## config.mk

```make
export PLATFORM = sky130hd
export DESIGN_NAME = aud_rmm_target
export DESIGN_NICKNAME = d
export VERILOG_FILES = /design/src/rtl/aud_rmm_pkg.sv /design/src/rtl/aud_rmm_nib_shift.sv /design/src/rtl/aud_rmm_target.sv
export SDC_FILE = /design/constraint.sdc
export NUM_CORES = 1
export LEC_CHECK = 0
export CAP_MARGIN = 20
export CORE_MARGIN = 3
export CORE_UTILIZATION = 40
export DETAILED_ROUTE_END_ITERATION = 12
export GPL_TIMING_DRIVEN = 0
export HOLD_SLACK_MARGIN = 0.02
export PLACE_DENSITY = 0.65
export SKIP_LAST_GASP = 1
export SYNTH_ARGS = -nofsm -noshare
export SYNTH_HDL_FRONTEND = slang
export SYNTH_SLANG_ARGS = --single-unit
```

## constraint.sdc

```tcl
create_clock -name clk_i -period 3.23 [get_ports clk_i]
set_input_delay 0.646 -clock clk_i [delete_from_list [all_inputs] [get_ports clk_i]]
set_output_delay 0.646 -clock clk_i [all_outputs]
set_load 0.05 [all_outputs]
```

## src/rtl/aud_rmm_pkg.sv

```systemverilog
// Shared definitions for the AUD remote-memory-access target: FSM states, command codes,
// status nibbles and size helpers.
package aud_rmm_pkg;

  typedef enum logic [3:0] {
    StIdle,
    StCmd,
    StAddr,
    StWdata,
    StDiscard,
    StTurn,
    StBus,
    StStatus,
    StRdata
  } aud_state_e;

  localparam logic [1:0] AUD_CMD_READ  = 2'b10;
  localparam logic [1:0] AUD_CMD_WRITE = 2'b11;

  // Bit0 of every final status is set so the host knows to move on.
  localparam logic [3:0] ST_BUSY   = 4'b0000;
  localparam logic [3:0] ST_OK     = 4'b0001;
  localparam logic [3:0] ST_BUSERR = 4'b0011;
  localparam logic [3:0] ST_TMO    = 4'b1001;
  localparam logic [3:0] ST_ALIGN  = 4'b0101;

  // Number of data nibbles carried for a given size code.
  function automatic logic [3:0] nib_count(input logic [1:0] size);
    unique case (size)
      2'd0:    return 4'd1;
      2'd1:    return 4'd2;
      2'd2:    return 4'd4;
      default: return 4'd8;
    endcase
  endfunction

  // Byte-lane mask before it is shifted into place by addr[1:0].
  function automatic logic [3:0] lane_mask(input logic [1:0] size);
    unique case (size)
      2'd0, 2'd1: return 4'b0001;
      2'd2:       return 4'b0011;
      default:    return 4'b1111;
    endcase
  endfunction

endpackage

```

## src/rtl/aud_rmm_nib_shift.sv

```systemverilog
// 32-bit nibble register with a 3-bit index. Captures nibbles LSB first at the index, or
// presents the nibble at the index for serialisation.
module aud_rmm_nib_shift
  import aud_rmm_pkg::*;
(
  input  logic        clk_i,
  input  logic        rst_i,
  input  logic        clr_i,
  input  logic        load_i,
  input  logic [31:0] load_data_i,
  input  logic        cap_i,
  input  logic [3:0]  nib_i,
  input  logic        adv_i,
  output logic [31:0] cap_data_o,
  output logic [3:0]  nib_o,
  output logic [2:0]  idx_o
);

  logic [31:0] r_data;
  logic [31:0] w_data_d;
  logic [31:0] w_cap;
  logic [2:0]  r_idx;
  logic [2:0]  w_idx_d;

  // Contents as they would be with nib_i placed at the current index.
  always_comb begin
    w_cap = r_data;
    w_cap[{r_idx, 2'b00} +: 4] = nib_i;
  end

  // Next contents/index; clear wins over load, load over capture.
  always_comb begin
    w_data_d = r_data;
    w_idx_d  = r_idx;
    if (clr_i) begin
      w_data_d = '0;
      w_idx_d  = '0;
    end else if (load_i) begin
      w_data_d = load_data_i;
      w_idx_d  = '0;
    end else if (cap_i) begin
      w_data_d = w_cap;
      w_idx_d  = r_idx + 3'd1;
    end else if (adv_i) begin
      w_idx_d  = r_idx + 3'd1;
    end
  end

  // Register update.
  always_ff @(posedge clk_i) begin
    if (rst_i) begin
      r_data <= '0;
      r_idx  <= '0;
    end else begin
      r_data <= w_data_d;
      r_idx  <= w_idx_d;
    end
  end

  assign cap_data_o = w_cap;
  assign nib_o      = r_data[{r_idx, 2'b00} +: 4];
  assign idx_o      = r_idx;

endmodule

```

## src/rtl/aud_rmm_target.sv

```systemverilog
// AUD remote-memory-access target: decodes host nibble frames, runs one local-bus access and
// returns status plus read data. Optional AUD_RMM_TGT_ALIGN_CHECK_EN rejects misaligned
// halfword/word accesses with status 0101 instead of issuing them.
module aud_rmm_target
  import aud_rmm_pkg::*;
#(
  parameter int unsigned BUS_TIMEOUT = 255
) (
  input  logic        clk_i,
  input  logic        rst_i,
  input  logic        aud_nsync_i,
  input  logic [3:0]  aud_data_i,
  output logic [3:0]  aud_data_o,
  output logic        aud_data_oe_o,
  output logic        bus_req_o,
  output logic        bus_we_o,
  output logic [31:0] bus_addr_o,
  output logic [3:0]  bus_be_o,
  output logic [31:0] bus_wdata_o,
  input  logic [31:0] bus_rdata_i,
  input  logic        bus_ack_i,
  input  logic        bus_err_i,
  output logic        busy_o
);

  aud_state_e  r_state, w_state_d;
  logic        r_write;
  logic [1:0]  r_size;
  logic [3:0]  r_status, w_status_d;
  logic        w_status_set;
  logic        r_req, r_we;
  logic [31:0] r_addr, r_wdata;
  logic [3:0]  r_be;
  logic [15:0] r_tmo;

  logic        w_sh_clr, w_sh_load, w_sh_cap, w_sh_adv;
  logic [31:0] w_sh_cap_data;
  logic [3:0]  w_sh_nib;
  logic [2:0]  w_sh_idx;
  logic        w_last, w_addr_done, w_go, w_bus_end, w_misalign;
  logic [31:0] w_go_addr;
  logic [3:0]  w_be;

  aud_rmm_nib_shift u_nib_shift (
    .clk_i       (clk_i),
    .rst_i       (rst_i),
    .clr_i       (w_sh_clr),
    .load_i      (w_sh_load),
    .load_data_i (bus_rdata_i >> {r_addr[1:0], 3'b000}),
    .cap_i       (w_sh_cap),
    .nib_i       (aud_data_i),
    .adv_i       (w_sh_adv),
    .cap_data_o  (w_sh_cap_data),
    .nib_o       (w_sh_nib),
    .idx_o       (w_sh_idx)
  );

  assign w_last = ({1'b0, w_sh_idx} == (nib_count(r_size) - 4'd1));
  // Reads launch straight from the last address nibble, writes from the stored address.
  assign w_go_addr = (r_state == StAddr) ? w_sh_cap_data : r_addr;
  assign w_be      = lane_mask(r_size) << w_go_addr[1:0];

`ifdef AUD_RMM_TGT_ALIGN_CHECK_EN
  assign w_misalign = ((r_size == 2'd2) && w_go_addr[0]) ||
                      ((r_size == 2'd3) && (w_go_addr[1:0] != 2'b00));
`else
  assign w_misalign = 1'b0;
`endif

  // Next-state decode and shifter/bus control strobes.
  always_comb begin
    w_state_d    = r_state;
    w_sh_clr     = 1'b0;
    w_sh_load    = 1'b0;
    w_sh_cap     = 1'b0;
    w_sh_adv     = 1'b0;
    w_addr_done  = 1'b0;
    w_go         = 1'b0;
    w_bus_end    = 1'b0;
    w_status_set = 1'b0;
    w_status_d   = r_status;
    unique case (r_state)
      StIdle: begin
        if (!aud_nsync_i && (aud_data_i == 4'h0)) begin
          w_state_d = StCmd;
          w_sh_clr  = 1'b1;
        end
      end
      StCmd: begin
        if (aud_nsync_i) begin
          w_state_d = StIdle;
        end else if ((aud_data_i[3:2] == AUD_CMD_READ) || (aud_data_i[3:2] == AUD_CMD_WRITE)) begin
          w_state_d = StAddr;
        end else begin
          w_state_d = StDiscard;
        end
      end
      StAddr: begin
        if (aud_nsync_i) begin
          w_state_d = StIdle;
        end else if (w_sh_idx == 3'd7) begin
          w_addr_done = 1'b1;
          w_sh_clr    = 1'b1;
          if (r_write) begin
            w_state_d = StWdata;
          end else begin
            w_state_d = StTurn;
            w_go      = 1'b1;
          end
        end else begin
          w_sh_cap = 1'b1;
        end
      end
      StWdata: begin
        if (aud_nsync_i) begin
          w_state_d = StIdle;
        end else begin
          w_sh_cap = 1'b1;
          if (w_last) begin
            w_state_d = StTurn;
            w_go      = 1'b1;
          end
        end
      end
      StDiscard: begin
        if (aud_nsync_i) w_state_d = StIdle;
      end
      StTurn, StBus: begin
        // nsync is deliberately ignored: once requested, the access always completes.
        if (!r_req) begin
          w_state_d = StStatus;
        end else if (bus_err_i) begin
          w_state_d = StStatus; w_bus_end = 1'b1; w_status_set = 1'b1; w_status_d = ST_BUSERR;
        end else if (bus_ack_i) begin
          w_state_d = StStatus; w_bus_end = 1'b1; w_status_set = 1'b1; w_status_d = ST_OK;
          w_sh_load = !r_write;
        end else if (r_tmo == 16'(BUS_TIMEOUT)) begin
          w_state_d = StStatus; w_bus_end = 1'b1; w_status_set = 1'b1; w_status_d = ST_TMO;
        end else begin
          w_state_d = StBus;
        end
      end
      StStatus: begin
        if (!r_write && (r_status == ST_OK)) w_state_d = StRdata;
        else if (aud_nsync_i)                w_state_d = StIdle;
      end
      StRdata: begin
        w_sh_adv = 1'b1;
        if (w_last) w_state_d = StIdle;
      end
      default: w_state_d = StIdle;
    endcase
    if (w_go && w_misalign) begin
      w_status_set = 1'b1;
      w_status_d   = ST_ALIGN;
    end
  end

  // State, frame header, bus request and timeout counter.
  always_ff @(posedge clk_i) begin
    if (rst_i) begin
      r_state  <= StIdle;
      r_write  <= 1'b0;
      r_size   <= 2'd0;
      r_status <= ST_BUSY;
      r_req    <= 1'b0;
      r_we     <= 1'b0;
      r_addr   <= '0;
      r_be     <= '0;
      r_wdata  <= '0;
      r_tmo    <= '0;
    end else begin
      r_state <= w_state_d;
      if (r_state == StCmd) begin
        r_write <= (aud_data_i[3:2] == AUD_CMD_WRITE);
        r_size  <= aud_data_i[1:0];
      end
      if (w_status_set) r_status <= w_status_d;
      if (w_addr_done)  r_addr   <= w_sh_cap_data;
      if (w_go) begin
        r_req   <= !w_misalign;
        r_we    <= r_write;
        r_be    <= w_be;
        r_wdata <= r_write ? (w_sh_cap_data << {w_go_addr[1:0], 3'b000}) : 32'h0;
        r_tmo   <= '0;
      end else if (w_bus_end) begin
        r_req <= 1'b0;
      end
      if ((r_state == StTurn) || (r_state == StBus)) r_tmo <= r_tmo + 16'd1;
    end
  end

  // Pad drive: busy nibbles, status, then read data.
  always_comb begin
    aud_data_o = ST_BUSY;
    if (r_state == StStatus)     aud_data_o = r_status;
    else if (r_state == StRdata) aud_data_o = w_sh_nib;
  end

  assign aud_data_oe_o = (r_state == StBus) || (r_state == StStatus) || (r_state == StRdata);
  assign busy_o        = (r_state != StIdle);
  assign bus_req_o     = r_req;
  assign bus_we_o      = r_we;
  assign bus_addr_o    = r_addr;
  assign bus_be_o      = r_be;
  assign bus_wdata_o   = r_wdata;

endmodule

```

==> impl_metrics.yaml <==
min_path:
  worstHoldStart: "bus_be_o[3]"
  hold_path.class: "register to register"
grt:
  grt_pass1_vias: 6857
  grt-ovfl-total: 0
  grt_antenna_before_repair: 0
  track_usage_pct: 25.4
  grt_pass1_wl_um: 38800
  grt_max_degree: 17
final_layout:
  n_antenna_cell: 0
  final_cell_area_um2: 9280
  final_nets: 1033
  area_delta_synth_final_pct: 29.4
  drive_gt1_share_pct: 10.2
  final_util_pct: 53.3
placed_design:
  place_congestion: 0.928
  pre_cts_ws_ns: -0.694
  placed_area_um2: 8610
  dpl.hpwl_um: 18900
  numPortBuffers: 116
timing:
  finalWorstSetupSlack_ns: 0.139
  slew_headroom_pct: 33.7
  fmax_mhz: 323
  finalCritPeriodShare_pct: 95.7
  fin_skew_ns: 0.0116
  fin_crit_ns: 3.09
  final-hold-violation-count: 0
  finalSetupViolCount: 0
  worst_slew_pin_slew_ns: 0.966
  drv_slew: 0
cts:
  worstSkewPairLatency_ns: 0.43
  cts.sinks: 131
  cts_root_buffer: "clkbuf_16"
  cts_tree: "yes"
  cts_htree_levels: 4
  path_clk_slew_ns: 0.06
  numCtsBuffers: 17
  cts_max_path_buffers: 2
die:
  num_rows: 48
  dieWidth_um: 140
  die_h_um: 140
  die-area_um2: 19600
  ioPinCount: 117
  start_util_pct: 41.1
  core-area_um2: 17400
setup_path:
  critPathKind: "register to register"
  crit_start: "u_nib_shift.idx_o[0]"
  critPathCaptureType: "register"
  setup.worst_path.start_class: "register"
  crit_buf_inv: 5
  cp.required_ns: 3.60
  cp_data_arrival_time_ns: 3.46
  path_delay_family: "buffers and inverters"
  cp_slowest_cell: "or3b_1"
  slowest_delay_ns: 0.41
  crit_chain: "buf_6, inv_1, ha_1, ha_1, buf_2, or3b_1, o21ai_2, a21oi_2, buf_4, or3_1, buf_2, a211oi_2, a221o_1"
  r2r-start: "u_nib_shift.idx_o[0]"
  crit_fanout: 10
power_and_ir_drop:
  switchingPower_uw: 825
  seqPwrFrac_pct: 44.0
  sw_frac_of_total_pct: 22.4
  ir_drop_mv: 0.360
  comb_power_share_pct: 4.3
  clkPwrFrac_pct: 51.7
  leakagePower_uw: 0.00302
  powerDensity_nw_per_um2: 396
  cell_internal_pwr_uw: 2850
synthesis:
  synth.avg_cell_area_um2: 8.47
  synth-main-ff-cell: "dfxtp_1"
  yosysSeqAreaShare_pct: 36.6
  ys_seq_elements: 131
  async_flop_share_pct: 0
  synthCells: 846
  ys_warn_count: 0
  syn_area_um2: 7170
  synth_edf_count: 0
  ys_types: 68
  syn-num-nets: 895
detailed_routing:
  firstDrtPassIters: 5
  avgViaCountPerCell: 5.91
  highest-signal-layer: "met4"
  num_vias: 7210
  drtAntennaViolNets: 0
  drt_first_iter_violations: 797
  met2_length_um: 11000
  m1WireLength_um: 10800
  drc: 0
  wl_um: 25200
  met3_length_um: 2350
  wl_per_cell_um: 20.7
job:
  cap_viol_max_count: 0
status:
  run_status: "completed"
[per-stage QoR]
step / setup TNS (ns) / hold WS [ns] / total power (µW) / std cells
after floorplan: 0 / 0.434 / 1710 / 846
after global placement: -19.53 / 0.441 / 1810 / 1187
after detailed placement: -19.75 / 0.446 / 1810 / 1187
after CTS: 0 / 0.453 / 3680 / 1218
after global routing: -0.0509 / 0.477 / 3750 / 1220
final: 0 / 0.450 / 3670 / 1220
[logic make-up (layout without fill, tap and decap cells)]
group	count (synthesis)	count (layout)	synth area share (%)
fa+ha+maj	8	8	1.40
compound gates	222	222	21.2
flops	131	131	36.6
mux	87	87	13.7
simple gates	319	319	22.1
xor+xnor	4	4	0.489
buf+inv	75	224	4.50
[power by group through the flow]
stage,combinational (µW),clock [µW],sequential [µW]
after global placement,154,0,1650
after floorplan,60.1,0,1650
after global routing,167,1970,1620
after detailed placement,153,0,1650
final,157,1900,1620
after CTS,154,1910,1620
[layout by cell type, fill, tap and decap left out, drive strengths merged, types with 21 or more instances in the layout]
cell             n
a211oi          57
a21oi           59
buf             32
clkbuf          59
clkdlybuf4s50  111
dfxtp          131
mux2i           72
nand2           75
nor2           115
nor3            21
o21ai           24
[flip-flops by register name, summed over array words and instances (netlist names)]
register	cells
bus_req_o	1
r_size	2
bus_be_o	4
bus_addr_o	32
u_nib_shift.r_data	32
r_state	4
bus_we_o	1
r_status	3
bus_wdata_o	32
u_nib_shift.idx_o	3
r_write	1
r_tmo	16
[cell type report]
cell class / instances / area (µm²)
tap: 225 / 282
multi-input combinational: 640 / 4290
timing repair buffer: 119 / 1170
fill: 1662 / 8140
clock inverter: 9 / 108
clock buffer: 21 / 460
inverter: 11 / 45.0
sequential: 131 / 2630
buffer: 64 / 297
[worst min-delay path: cells and delay by family (launching register included)]
family	cells	cell delay (ns)
simple gates	1	0.05
flops	1	0.30
compound gates	1	0.05
[final timing paths]
| path | slack (ns) | cells past startpoint | end |
|---|---|---|---|
| worst max-delay path | 0.14 | 13 | bus_wdata_o[31] |
| worst min-delay path | 0.45 | 2 | bus_be_o[3] |
| worst max register to register | 0.14 | 13 | bus_wdata_o[31] |
| worst min register to register | 0.45 | 2 | bus_be_o[3] |
[cells in the mapped netlist (all sizes together), types with 8 or more instances]
master	n	area, µm²
a211oi	57	448
a21oi	59	299
a221o	8	80.1
a22oi	10	75.1
a31oi	11	68.8
buf	28	146
clkbuf	36	135
dfxtp	131	2620
ha	8	100
inv	10	37.5
mux2i	72	721
mux4	8	180
nand2	75	282
nand2b	20	125
nand3	18	95.1
nor2	115	434
nor2b	20	125
nor3	21	121
o21ai	24	120
o22ai	13	81.3
or3	8	55.1
[what timing repair did]
| action | 4_1_cts | 5_1_grt |
|---|---|---|
| pin swaps | 1 | 1 |
| buffers inserted | 1 | 2 |
| setup endpoints to repair | 64 | 41 |
| hold buffers | 0 | 0 |
| resized for setup | 25 | 15 |
[routing by layer]
layer / up-vias / global-route usage, %
met1: 3370 / 34.2
met3: 69 / 7.15
met2: 367 / 37.6
met4: 0 / 12.1
li1: 3404 / -
met5: - / 0
Note: power is estimated with default switching activity, not from simulation.
